$ cat src/rtl/key_sched_ctrl_pkg.sv
// key_sched_ctrl_pkg: shared FSM state type, default sizes and subkey word type
// for the key schedule controller.
package key_sched_ctrl_pkg;
   typedef enum logic [1:0] {IDLE, RUN, DONE} state_t;
   localparam int NPAIR_DEF = 20;
   localparam int AW_DEF = 6;
   typedef logic [31:0] word_t;
endpackage

$ cat src/rtl/key_sched_ctrl_if.sv
// key_sched_ctrl_if: control, kBox and subkey read signals of the key schedule controller.
interface key_sched_ctrl_if
   import key_sched_ctrl_pkg::*;
#(
   parameter int AW = AW_DEF
);
   logic start, abort;
   word_t key_m0, key_m1, key_m2, key_m3;
   word_t kb_m0, kb_m1, kb_m2, kb_m3;
   logic [7:0] kb_i;
   word_t kb_ao, kb_bo;
   logic busy, done, key_valid;
   logic [AW-1:0] rd_addr;
   word_t rd_data;
   modport master (
      output start, abort, key_m0, key_m1, key_m2, key_m3, kb_ao, kb_bo, rd_addr,
      input kb_m0, kb_m1, kb_m2, kb_m3, kb_i, busy, done, key_valid, rd_data
   );
   modport slave (
      input start, abort, key_m0, key_m1, key_m2, key_m3, kb_ao, kb_bo, rd_addr,
      output kb_m0, kb_m1, kb_m2, kb_m3, kb_i, busy, done, key_valid, rd_data
   );
endinterface

$ cat src/rtl/subkey_rf.sv
// subkey_rf: 2*NPAIR x 32 subkey storage, one pair written per cycle, combinational read.
module subkey_rf
   import key_sched_ctrl_pkg::*;
#(
   parameter int NPAIR = NPAIR_DEF,
   parameter int AW = AW_DEF
) (
   input  logic          clk,
   input  logic          we_i,
   input  logic [AW-2:0] wr_pair_i,
   input  word_t         wr_a_i,
   input  word_t         wr_b_i,
   input  logic [AW-1:0] rd_addr_i,
   output word_t         rd_data_o
);
   word_t mem_q [2*NPAIR];
   always_ff @(posedge clk)
      if (we_i) begin
         mem_q[{wr_pair_i, 1'b0}] <= wr_a_i;
         mem_q[{wr_pair_i, 1'b1}] <= wr_b_i;
      end
   // Extra bit keeps the bound correct when 2*NPAIR == 2**AW
   assign rd_data_o = ({1'b0, rd_addr_i} < (AW+1)'(2*NPAIR)) ? mem_q[rd_addr_i] : '0;
endmodule

$ cat src/rtl/key_sched_ctrl.sv
// key_sched_ctrl: sequences an external kBox over NPAIR pair indices and stores the subkeys.
// Optional macro KSCHED_RD_GUARD_EN forces rd_data to 0 while key_valid is low.
module key_sched_ctrl
   import key_sched_ctrl_pkg::*;
#(
   parameter int NPAIR = NPAIR_DEF,
   parameter int AW = AW_DEF
) (
   input logic            clk,
   input logic            rst_n,
   key_sched_ctrl_if.slave bus
);
   localparam logic [7:0] LAST = 8'(NPAIR-1);
   state_t state_q, state_d;
   logic [7:0] kb_i_q, kb_i_d;
   word_t [3:0] kb_m_q, kb_m_d;
   logic key_valid_q, key_valid_d, done_q, done_d, we;
   word_t rf_data;
   always_ff @(posedge clk or negedge rst_n)
      if (!rst_n) begin
         state_q <= IDLE;
         kb_i_q <= '0;
         kb_m_q <= '0;
         key_valid_q <= 1'b0;
         done_q <= 1'b0;
      end else begin
         state_q <= state_d;
         kb_i_q <= kb_i_d;
         kb_m_q <= kb_m_d;
         key_valid_q <= key_valid_d;
         done_q <= done_d;
      end
   always_comb begin
      state_d = state_q;
      kb_i_d = kb_i_q;
      kb_m_d = kb_m_q;
      key_valid_d = key_valid_q;
      done_d = 1'b0;
      we = 1'b0;
      case (state_q)
         IDLE:
            if (bus.start && !bus.abort) begin
               kb_m_d = {bus.key_m3, bus.key_m2, bus.key_m1, bus.key_m0};
               kb_i_d = '0;
               key_valid_d = 1'b0;
               state_d = RUN;
            end
         RUN:
            if (bus.abort) begin
               key_valid_d = 1'b0;
               state_d = IDLE;
            end else begin
               we = 1'b1;
               state_d = (kb_i_q == LAST) ? DONE : RUN;
               kb_i_d = (kb_i_q == LAST) ? kb_i_q : kb_i_q + 8'd1;
            end
         DONE: begin
            // Abort here still wins: the schedule is discarded and no done pulse.
            key_valid_d = !bus.abort;
            done_d = !bus.abort;
            state_d = IDLE;
         end
         default: state_d = IDLE;
      endcase
   end
   subkey_rf #(.NPAIR(NPAIR), .AW(AW)) u_rf (
      .clk       (clk),
      .we_i      (we),
      .wr_pair_i (kb_i_q[AW-2:0]),
      .wr_a_i    (bus.kb_ao),
      .wr_b_i    (bus.kb_bo),
      .rd_addr_i (bus.rd_addr),
      .rd_data_o (rf_data)
   );
   assign bus.kb_m0 = kb_m_q[0];
   assign bus.kb_m1 = kb_m_q[1];
   assign bus.kb_m2 = kb_m_q[2];
   assign bus.kb_m3 = kb_m_q[3];
   assign bus.kb_i = kb_i_q;
   assign bus.busy = (state_q == RUN);
   assign bus.done = done_q;
   assign bus.key_valid = key_valid_q;
`ifdef KSCHED_RD_GUARD_EN
   assign bus.rd_data = key_valid_q ? rf_data : '0;
`else
   assign bus.rd_data = rf_data;
`endif
endmodule

$ cat src/flat_wrapper.sv
// flat-port wrapper written by rule: the top's interface ports become plain ports
module key_sched_ctrl_flat import key_sched_ctrl_pkg::*;
#(
   parameter int NPAIR = NPAIR_DEF,
   parameter int AW = AW_DEF
)
  (clk, rst_n, bus_start, bus_abort, bus_key_m0, bus_key_m1, bus_key_m2, bus_key_m3, bus_kb_ao, bus_kb_bo, bus_rd_addr, bus_kb_m0, bus_kb_m1, bus_kb_m2, bus_kb_m3, bus_kb_i, bus_busy, bus_done, bus_key_valid, bus_rd_data);
  key_sched_ctrl_if #(.AW(AW)) bus_i ();
  input logic clk;
  input logic rst_n;
  input wire logic [$bits(bus_i.start)-1:0] bus_start;
  input wire logic [$bits(bus_i.abort)-1:0] bus_abort;
  input wire logic [$bits(bus_i.key_m0)-1:0] bus_key_m0;
  input wire logic [$bits(bus_i.key_m1)-1:0] bus_key_m1;
  input wire logic [$bits(bus_i.key_m2)-1:0] bus_key_m2;
  input wire logic [$bits(bus_i.key_m3)-1:0] bus_key_m3;
  input wire logic [$bits(bus_i.kb_ao)-1:0] bus_kb_ao;
  input wire logic [$bits(bus_i.kb_bo)-1:0] bus_kb_bo;
  input wire logic [$bits(bus_i.rd_addr)-1:0] bus_rd_addr;
  output wire logic [$bits(bus_i.kb_m0)-1:0] bus_kb_m0;
  output wire logic [$bits(bus_i.kb_m1)-1:0] bus_kb_m1;
  output wire logic [$bits(bus_i.kb_m2)-1:0] bus_kb_m2;
  output wire logic [$bits(bus_i.kb_m3)-1:0] bus_kb_m3;
  output wire logic [$bits(bus_i.kb_i)-1:0] bus_kb_i;
  output wire logic [$bits(bus_i.busy)-1:0] bus_busy;
  output wire logic [$bits(bus_i.done)-1:0] bus_done;
  output wire logic [$bits(bus_i.key_valid)-1:0] bus_key_valid;
  output wire logic [$bits(bus_i.rd_data)-1:0] bus_rd_data;
  assign bus_i.start = bus_start;
  assign bus_i.abort = bus_abort;
  assign bus_i.key_m0 = bus_key_m0;
  assign bus_i.key_m1 = bus_key_m1;
  assign bus_i.key_m2 = bus_key_m2;
  assign bus_i.key_m3 = bus_key_m3;
  assign bus_i.kb_ao = bus_kb_ao;
  assign bus_i.kb_bo = bus_kb_bo;
  assign bus_i.rd_addr = bus_rd_addr;
  assign bus_kb_m0 = bus_i.kb_m0;
  assign bus_kb_m1 = bus_i.kb_m1;
  assign bus_kb_m2 = bus_i.kb_m2;
  assign bus_kb_m3 = bus_i.kb_m3;
  assign bus_kb_i = bus_i.kb_i;
  assign bus_busy = bus_i.busy;
  assign bus_done = bus_i.done;
  assign bus_key_valid = bus_i.key_valid;
  assign bus_rd_data = bus_i.rd_data;
  key_sched_ctrl #(.NPAIR(NPAIR), .AW(AW)) u_core (.clk(clk), .rst_n(rst_n), .bus(bus_i));
endmodule
$ cat config.mk
export PLATFORM = sky130hd
export DESIGN_NAME = key_sched_ctrl_flat
export DESIGN_NICKNAME = d
export VERILOG_FILES = /design/src/rtl/key_sched_ctrl_pkg.sv /design/src/rtl/key_sched_ctrl_if.sv /design/src/rtl/subkey_rf.sv /design/src/rtl/key_sched_ctrl.sv /design/src/flat_wrapper.sv
export SDC_FILE = /design/constraint.sdc
export NUM_CORES = 1
export LEC_CHECK = 0
export ABC_AREA = 0
export CORE_ASPECT_RATIO = 1.25
export CORE_MARGIN = 5
export CORE_UTILIZATION = 55
export DETAILED_ROUTE_END_ITERATION = 7
export GPL_ROUTABILITY_DRIVEN = 0
export GPL_TIMING_DRIVEN = 0
export PLACE_DENSITY = 0.86
export SLEW_MARGIN = 20
export SYNTH_ARGS = -nofsm -noshare
export SYNTH_HDL_FRONTEND = slang
export SYNTH_HIERARCHICAL = 1
export SYNTH_SLANG_ARGS = --single-unit
$ cat constraint.sdc
create_clock -name clk -period 8.8 [get_ports clk]
set_clock_uncertainty 0.15 [all_clocks]
set_input_delay 1.76 -clock clk [delete_from_list [all_inputs] [get_ports clk]]
set_output_delay 1.76 -clock clk [all_outputs]
set_load 0.02 [all_outputs]
==> qor.txt <==
Ys Warns -> 6
Cells after synthesis -> 2875
# DRC -> 0
Critical Path RT -> 6.89 ns
Area contributors post-synth -> edfxtp_1, mux4_2, dfrtp_1, mux2i_1, nand2_1
Detailed-route wire length per cell -> 32.3 um
Drt initial violations -> 3946
Dpl cells -> 4611
Comb pwr share -> 9.7%
Buf/Inv on CP -> 5
WL met3 -> 19000 um
Tmin final -> 8.39 ns
Via density -> 6.56
Post-CTS Repair Setup Buffers -> 0
WL final -> 157000 um
Worst Path Max Fanout -> 10
Post-Syn Area -> 0.0547 mm2
Post-synth top area cell -> edfxtp_1
CTS tree -> yes
Routed met2 length -> 78700 um
Initial core utilization -> 55.3%
Synth Net Count -> 3078
Ys async rst share -> 9.86%
Cells along the critical path -> clkdlybuf4s50_1, nor2_2, buf_2, buf_2, nand2_1, clkbuf_1, o22ai_1, clkdlybuf4s50_1
Clock latency on the worst-skew pair -> 0.76 ns
Top layer in use -> met5
Critical path arrival -> 6.48 ns
HP Class -> reg -> reg
Drt first pass iters -> 6
Top delay family on crit path -> buffers and inverters
Die area -> 0.106 mm2
Final worst setup slack -> 0.405 ns
Die Ht -> 362 um
Synth cell types -> 60
Total power -> 14.9 mW
Yosys reg bits -> 1420
Final period utilization -> 95.4%
Post-synth top area share -> 70.3%
Sink Count -> 1420
# port buffers -> 369
Largest net degree at the start of global routing -> 80
Int Pwr -> 11.4 mW
Leakage -> 22.8 nW
Fmax -> 119 MHz
RSZ-0062 raised after global routing -> false
Dpl ws -> 0.818 ns
Pwr/cell area -> 226 mW/mm2
Post-synth top flop -> edfxtp_1
Layout Area Growth over Synthesis -> 20.6%
Clock Root Buffer -> clkbuf_16
Final ANT Viol Nets -> 0
Layout cell share with drive strength beyond 1 -> 17.5%
Post-synth EDFFs -> 1280
Met1 Wirelength -> 49000 um
Outcome -> finished clean
Rel. slew slack -> 19.9%
Reg power frac -> 51.1%
All-Layer GR Usage -> 29.4%
Wire length of the first global-routing pass -> 226000 um
Clk slew on worst S/H paths -> 0.06 ns
NumNets Final -> 3642
Die width -> 292 um
Num ports -> 373
Post-layout util -> 66.8%
CTS Buf Count -> 135
Register area share after synthesis -> 76.7%
# setup viols final -> 0
Mapped Avg Cell Area -> 19.0 um2
Switching share of power -> 23.6%
Psw -> 3.52 mW
Clock network power share -> 39.2%
Setup TNS -> 0 ns
Rows -> 129
# fillers -> 5924
GRT overflow -> 0
Pins Over Slew Limit -> 0
Crit Path Category -> in -> out
Commonest non-fill, non-tap cells in the layout -> edfxtp_1, nand2_1, clkdlybuf4s50_1
Routed vias -> 31.9k
CP Capture Type -> output pin
Crit path largest cell delay -> 0.73 ns
Core region area -> 0.0988 mm2
Initial antenna violation count -> 10
Max-Cap Viols -> 0
Non-filler instance count after layout -> 4867
Final hold vios -> 0
Final HPWL DP -> 98900 um
Hold Buf Count CTS -> 0
Most common cell after layout, fill and taps aside -> edfxtp_1
H-tree levels -> 4
Slowest cell on crit path -> clkdlybuf4s50_1
Resize count post-CTS -> 0
Least-Margin Pin Slew -> 1.20 ns
Max VDD drop -> 0.000211 V
Worst setup SP type -> input port
Clock buffer depth -> 3
Vias in the first global route -> 33.4k
[per-stage QoR]
stage	hold WS (ns)	cell area, um2
2_1_floorplan	0.332	54700
3_3_place_gp	0.306	60000
3_5_place_dp	0.311	61500
4_1_cts	0.327	65900
5_1_grt	0.343	65900
6_report	0.322	65900
[worst reg2reg max path, stage by stage, from the launching register on]
cell      delay [ns]
dfrtp_1         0.44
nor3b_2         0.43
nand3b_1        0.50
nor2_4          0.77
buf_12          0.30
buf_12          0.25
[layout make-up]
cell class / instances / area [um2] / share of cell area, %
antenna: 10 / 25.0 / 0.0379
buffer: 160 / 1040 / 1.57
clock buffer: 161 / 3560 / 5.40
clock inverter: 84 / 865 / 1.31
inverter: 5 / 18.8 / 0.0285
multi-input combinational: 1290 / 11800 / 17.9
sequential: 1420 / 41900 / 63.6
tap: 1310 / 1640 / 2.49
timing repair buffer: 427 / 5030 / 7.62
[final timing paths]
check	slack [ns]	cells after the start	start	to
setup / recovery	0.41	8	bus_rd_addr[3]	bus_rd_data[7]
min in group asynchronous	0.79	1	rst_n	u_core/bus.kb_m3[18]$_DFFE_PN0P_
hold reg to reg	0.32	2	u_core/bus.kb_m3[1]$_DFFE_PN0P_	u_core/bus.kb_m3[1]$_DFFE_PN0P_
max in group asynchronous	6.94	2	rst_n	u_core/bus.kb_m1[19]$_DFFE_PN0P_
hold / removal	0.32	2	u_core/bus.kb_m3[1]$_DFFE_PN0P_	u_core/bus.kb_m3[1]$_DFFE_PN0P_
setup reg to reg	5.64	5	u_core/state_q[0]$_DFFE_PN0P_	u_core/u_rf/mem_q[20][12]$_DFFE_PP_
[power groups by stage]
stage          registers (mW)  clock network, mW  logic, mW
3_5_place_dp             7.76                  0       1.42
3_3_place_gp             7.76                  0       1.36
4_1_cts                  7.62               5.88       1.44
6_report                 7.62               5.84       1.45
5_1_grt                  7.64               6.18       1.51
2_1_floorplan            7.89                  0      0.509
[state kept, by name (all words and copies together), names as in the netlist]
name and cells:
u_core/u_rf/mem_q 1280, u_core/bus.done 1, u_core/bus.kb_m3 32, u_core/bus.key_valid 1, u_core/bus.kb_i 8, u_core/bus.kb_m1 32
u_core/bus.kb_m0 32, u_core/bus.kb_m2 32, u_core/state_q 2
[kinds of logic after synthesis]
group	synth area share [%]
adders and majority gates	0.0229
and+or+nand+nor	3.98
DFF	76.7
AOI/OAI and AO/OA	3.87
buffers and inverters	1.91
muxes	13.5
xor gates and xnor gates	0.0320
[synthesized netlist by cell type, types with 6 or more instances]
cell and instances:
edfxtp_1 1280, nand2_1 393, mux2i_1 264, mux4_2 205
dfrtp_1 140, a22oi_1 52, o221ai_1 52, o22ai_1 48
buf_2 46, clkbuf_1 45, a21oi_1 44, nor3_1 36
buf_6 34, nor2_1 27, o211ai_1 25, buf_4 21
a21o_1 17, or3_1 17, nand3_1 12, buf_1 11
o2bb2ai_1 9, mux2_2 8, nor2b_1 8, o21ai_0 6
[per-layer routing]
layer | vias to the layer above | track usage [%]
met1 | 16100 | 34.1
met2 | 2612 | 49.2
met3 | 569 | 9.27
met5 | - | 0
met4 | 4 | 16.3
li1 | 12600 | -
(Power assumes the default switching activity.)
